File: src/rtl/mem_port_ctrl.sv
// Memory front end: one access at a time, parked address before every issue.
// Out-of-range requests return an error response without touching the memory.
module mem_port_ctrl #(
  parameter  int data_length = 32,
  parameter  int mem_length  = 64,
  localparam int AW = (mem_length > 1) ? $clog2(mem_length) : 1
) (
  input  logic                   clk,
  input  logic                   rst,
  input  logic                   req_valid,
  output logic                   req_ready,
  input  logic                   req_we,
  input  logic [AW-1:0]          req_addr,
  input  logic [data_length-1:0] req_wdata,
  output logic                   rsp_valid,
  input  logic                   rsp_ready,
  output logic [data_length-1:0] rsp_rdata,
  output logic                   rsp_err,
  output logic [AW-1:0]          mem_addr,
  output logic                   mem_we,
  output logic [data_length-1:0] mem_wdata,
  input  logic [data_length-1:0] mem_rdata
);

  typedef enum logic [1:0] {
    IDLE,
    PARK,
    ISSUE,
    RESP
  } state_e;

  localparam logic [AW:0] LEN = (AW+1)'(mem_length);

  state_e                 state_q, state_d;
  logic                   we_q, we_d;
  logic [AW-1:0]          addr_q, addr_d;
  logic [data_length-1:0] wdata_q, wdata_d;
  logic [data_length-1:0] rdata_q, rdata_d;
  logic                   err_q, err_d;
  logic [AW-1:0]          maddr_q, maddr_d;
  logic                   mwe_q, mwe_d;
  logic                   oor;

  assign oor = {1'b0, req_addr} >= LEN;

  always_ff @(posedge clk) begin
    if (rst) begin
      state_q <= IDLE;
      we_q    <= 1'b0;
      addr_q  <= '0;
      wdata_q <= '0;
      rdata_q <= '0;
      err_q   <= 1'b0;
      maddr_q <= '0;
      mwe_q   <= 1'b0;
    end else begin
      state_q <= state_d;
      we_q    <= we_d;
      addr_q  <= addr_d;
      wdata_q <= wdata_d;
      rdata_q <= rdata_d;
      err_q   <= err_d;
      maddr_q <= maddr_d;
      mwe_q   <= mwe_d;
    end
  end

  always_comb begin
    state_d = state_q;
    we_d    = we_q;
    addr_d  = addr_q;
    wdata_d = wdata_q;
    rdata_d = rdata_q;
    err_d   = err_q;
    maddr_d = maddr_q;
    mwe_d   = 1'b0;
    unique case (state_q)
      IDLE: begin
        if (req_valid) begin
          we_d    = req_we;
          addr_d  = req_addr;
          wdata_d = req_wdata;
          if (oor) begin
            state_d = RESP;
            err_d   = 1'b1;
            rdata_d = '0;
          end else begin
            state_d = PARK;
            // flip bit 0 so the real access is always an address change
            maddr_d = req_addr ^ AW'(1);
          end
        end
      end
      PARK: begin
        state_d = ISSUE;
        maddr_d = addr_q;
        mwe_d   = we_q;
      end
      ISSUE: begin
        state_d = RESP;
        rdata_d = mem_rdata;
        err_d   = 1'b0;
      end
      RESP: begin
        if (rsp_ready) state_d = IDLE;
      end
      default: state_d = IDLE;
    endcase
  end

  assign req_ready = ~rst & (state_q == IDLE);
  assign rsp_valid = ~rst & (state_q == RESP);
  assign rsp_rdata = rdata_q;
  assign rsp_err   = err_q;
  assign mem_addr  = maddr_q;
  assign mem_we    = ~rst & mwe_q;
  assign mem_wdata = wdata_q;

endmodule
File: config.mk
export PLATFORM = sky130hd
export DESIGN_NAME = mem_port_ctrl
export DESIGN_NICKNAME = d
export VERILOG_FILES = /design/src/rtl/mem_port_ctrl.sv
export SDC_FILE = /design/constraint.sdc
export NUM_CORES = 1
export LEC_CHECK = 0
export ABC_AREA = 0
export CAP_MARGIN = 15
export CORE_MARGIN = 5
export CORE_UTILIZATION = 36
export DETAILED_ROUTE_END_ITERATION = 8
export GPL_ROUTABILITY_DRIVEN = 1
export PLACE_DENSITY = 0.76
export SLEW_MARGIN = 20
export SYNTH_ARGS = -nofsm -noshare
export SYNTH_HDL_FRONTEND = slang
export SYNTH_SLANG_ARGS = --single-unit
File: constraint.sdc
create_clock -name clk -period 1.55 [get_ports clk]
set_clock_uncertainty 0.1 [all_clocks]
set_input_delay 0.2325 -clock clk [delete_from_list [all_inputs] [get_ports clk]]
set_output_delay 0.2325 -clock clk [all_outputs]
set_load 0.05 [all_outputs]
After elaboration in Yosys (flattened, before gate mapping)

Cells that the tools add are included.

Eq/ne operators: 5
Bitwise logic cells: 6
Mux-type cells: 5
Reductions and logical operators: 6

Operators with widths:

| operator           | count |
|---|---|
| $pmux 6 s2         | 1 |
| $pmux 2 s4         | 1 |
| $mux 6             | 1 |
| $reduce_and 2->1   | 3 |
| $eq 2x2->1 const B | 2 |
| $mux 2             | 2 |
| $ne 2x2->1 const B | 2 |
| $and 1x1->1        | 3 |
| $not 1->1          | 3 |
| $eq 2x1->1 const B | 1 |
| $logic_not 2->1    | 1 |
| $reduce_bool 2->1  | 1 |
| $reduce_or 2->1    | 1 |

Input port bits: 75
Logic and storage cells: 29
Output and inout port bits: 74
Register bits: 80

Depth between registers and ports, before layout

Depth in word-level cells: 3
Gate-level depth with buffers: 7

Worst setup path after synthesis

No wires, ideal clock.

Path type: reg-to-output
Start point: register state_q[0]
End point: output req_ready
Stages on the path, launching flop included: 4
Data arrival time: 1.327 ns
Setup slack: -0.109 ns
Path through: dfxtp_1 -> inv_1 -> ha_1 -> nor2b_1

Word-level cells in the longest chain between the ends: 2

Ends and longest elaborated chain:

| item                   | RTL line | source |
|---|---|---|
| from (decl)            | 34       | `state_e state_q, state_d;` |
| from (signal assigned) | 57       | `state_q <= state_d;` |
| $logic_not 2->1        | 111      | `assign req_ready = ~rst & (state_q == IDLE);` |
| $and 1x1->1            | 111      |  |
| to (decl)              | 11       | `output logic req_ready,` |

No other way between the ends.

Worst setup path after layout

Same ends and word-level chain as after synthesis.

==> qor.yml <==
status:
  status: "complete, but fails checks"
  failed_checks: "negative setup slack"
global_route:
  track_usage_pct: 16.8
  grt_antenna_before_repair: 0
  use_met1_pct: 19.0
  grt_max_degree: 57
  grt_pass1_wl_um: 13700
  grt-busiest-layer: "met2"
  global_route.usage.met3_pct: 5.58
  grt_pass1_vias: 2858
  grt_util_met2_pct: 29.3
  overflow: 0
critical_path:
  crit_path_cell_trace: "inv_2 > buf_6 > ha_4 > nor2b_4 > buf_12"
  worst-path-buf-inv: 3
  critPathMaxFanout: 3
  critPathCaptureType: "output pin"
  reg2reg_depth: 6
  reg2reg_to: "state_q[1]$_SDFFE_PP0P_"
  start_kind: "flop"
  crit_family: "flip-flops"
  cp_slowest_cell: "dfxtp_2"
  required_ns: 1.22
  crit_path_start: "state_q[0]$_SDFFE_PP0P_"
  critical_path_class: "flop to output pin"
  reg2reg_from: "state_q[0]$_SDFFE_PP0P_"
  arrival_ns: 1.30
  slowest_delay_ns: 0.36
  endpoint: "req_ready"
  cp.depth: 5
  reg2reg_slack_ns: -0.03
die:
  start_util_pct: 36.9
  row_count: 33
  io_pins: 149
  fp.dieW_um: 102
  die-area_um2: 10300
  core_um2: 8180
  die_h_um: 102
synthesis:
  synth-seq-cells: 80
  synthArstFlopShare_pct: 0
  yosys.area.top_type: "dfxtp_1"
  yosysTopAreaCellShare_pct: 53.1
  synth_flop_cell: "dfxtp_1"
  synth.avg_cell_area_um2: 9.14
  synth_nets: 410
  synth_cell_types: 26
  synth_edf_count: 0
  synthTopCellsByArea: "dfxtp_1, mux2i_1, nand2_1"
  synth_cells: 330
  yosysWarnings: 0
  ys_seq_area_share_pct: 53.1
  syn-cell-area_um2: 3020
timing:
  min_period_ns: 1.63
  rsz0062_at_grt: "yes"
  min_period_over_period_pct: 105
  fmax_mhz: 614
  setup_viol: 12
  timing.hold.ws_ns: 0.135
  final_max_slew_viol_count: 0
  timing.final.ws_setup_ns: -0.0788
  hold_viol_final: 0
cells_and_area:
  final_cell_mix: "nand2_1, dfxtp_1, buf_12"
  insertedDiodeCount: 0
  final_core_util_pct: 72.2
  stdcell_count: 600
  finish.net_count: 570
  fillCellCount: 579
  area_delta_synth_final_pct: 95.7
  drive_gt1_share_pct: 30.5
power_and_ir_drop:
  p_int_mw: 6.35
  power-per-cell-area_nw_per_um2: 1810
  clkPwrFrac_pct: 12.3
  total_power_mw: 10.7
  power_frac_comb_pct: 59.6
  sw_frac_of_total_pct: 40.4
  vdd_drop_max_mv: 0.964
  p_switching_mw: 4.31
  p_leak_nw: 2.25
  seqPwrFrac_pct: 28.0
clock_network:
  cts_root_buffer: "clkbuf_8"
  htree_levels: 3
  ctsHoldBuffers: 0
  numClockSinks: 80
  clock_latency_ns: 0.35
  cts_buffer_depth: 2
  cts_inserted_buffers: 9
  path_clk_slew_ns: 0.08
  cts_tree: "yes"
routing:
  drt-wirelength-per-cell_um: 16.3
  initialDrtViolationCount: 106
  detail_route.vias_per_cell: 4.71
  antenna_left: 0
  drc: 0
  via_count: 2827
  routed_wl_um: 9770
  firstDrtPassIters: 5
place:
  post-place-ws_ns: -0.0394
  dp_cells: 570
  globalplace.congestion: 0.727
  dp_hpwl_um: 6510
  portBuffers: 147
job:
  maxCapViolations: 0
min_path:
  hp-class: "input pin to flop"
layer usage:
metal / up-vias / routed length [um]
met5: - / 0
met4: 0 / 144
met3: 12 / 796
met2: 108 / 5020
met1: 1313 / 3810
li1: 1394 / -
synth_stat cells, types with 3 or more instances:
cell / instances
buf_4: 6
a211oi_2: 5
buf_6: 3
nand2_1: 80
nor2b_1: 5
clkbuf_1: 9
nor2_1: 39
buf_2: 5
a21oi_1: 40
inv_1: 3
ha_1: 5
dfxtp_1: 80
mux2i_1: 37
layout make-up:
cell class	instances	area (um2)	area share (%)
Timing Repair Buffer	172	2590	43.9
Tap cell	105	131	2.23
Clock buffer	11	131	2.23
Sequential cell	80	1600	27.2
Clock inverter	5	33.8	0.572
Multi-Input combinational cell	224	1400	23.8
Inverter	3	11.3	0.191
worst min path at each step:
stage | from | endpoint | slack, ns | cells after the start
final | rst | mwe_q$_SDFF_PP0_ | 0.13 | 2
after floorplan | req_addr[0] | addr_q[0]$_SDFFE_PP0P_ | 0.27 | 2
after detailed placement | we_q$_SDFFE_PP0P_ | mwe_q$_SDFF_PP0_ | 0.32 | 2
after global placement | we_q$_SDFFE_PP0P_ | mwe_q$_SDFF_PP0_ | 0.32 | 2
after CTS | rst | we_q$_SDFFE_PP0P_ | 0.12 | 2
after global routing | rst | we_q$_SDFFE_PP0P_ | 0.17 | 2
per-stage QoR:
step	setup TNS [ns]	instance area, um2
global placement	0	5310
detailed placement	-0.300	5310
CTS	-0.194	5570
finish	-0.227	5900
global route	-2.05	5900
floorplan	0	3020
sequential cells by signal, indices dropped and copies added (netlist names):
name / flops
state_q: 2
mem_addr: 6
mwe_q: 1
mem_wdata: 32
we_q: 1
rsp_rdata: 32
addr_q: 6
power groups by stage:
stage | combinational (mW) | sequential, mW | clock, mW
4_1_cts | 5.54 | 2.99 | 1.37
3_5_place_dp | 5.32 | 3.03 | 0
6_report | 6.36 | 2.99 | 1.32
2_1_floorplan | 1.67 | 4.17 | 0
5_1_grt | 6.66 | 3.05 | 1.46
3_3_place_gp | 5.22 | 3.00 | 0
kinds of logic (layout without fill, tap and decap cells):
kind of cell / after synthesis / in the layout / synth area share, %
buf+inv: 27 / 191 / 5.06
simple gates: 130 / 130 / 17.2
other cells: 1 / 1 / 0.124
fa+ha+maj: 5 / 5 / 2.07
flops: 80 / 80 / 53.1
mux: 38 / 39 / 12.8
compound gates: 49 / 49 / 9.71
repair_timing:
action / CTS / global route
pin swaps: 0 / 3
setup endpoints to repair: 31 / 73
gates resized for setup: 16 / 33
setup buffers: 4 / 0
cloned: 0 / 10
No activity file was read; power rests on OpenSTA's default activity.
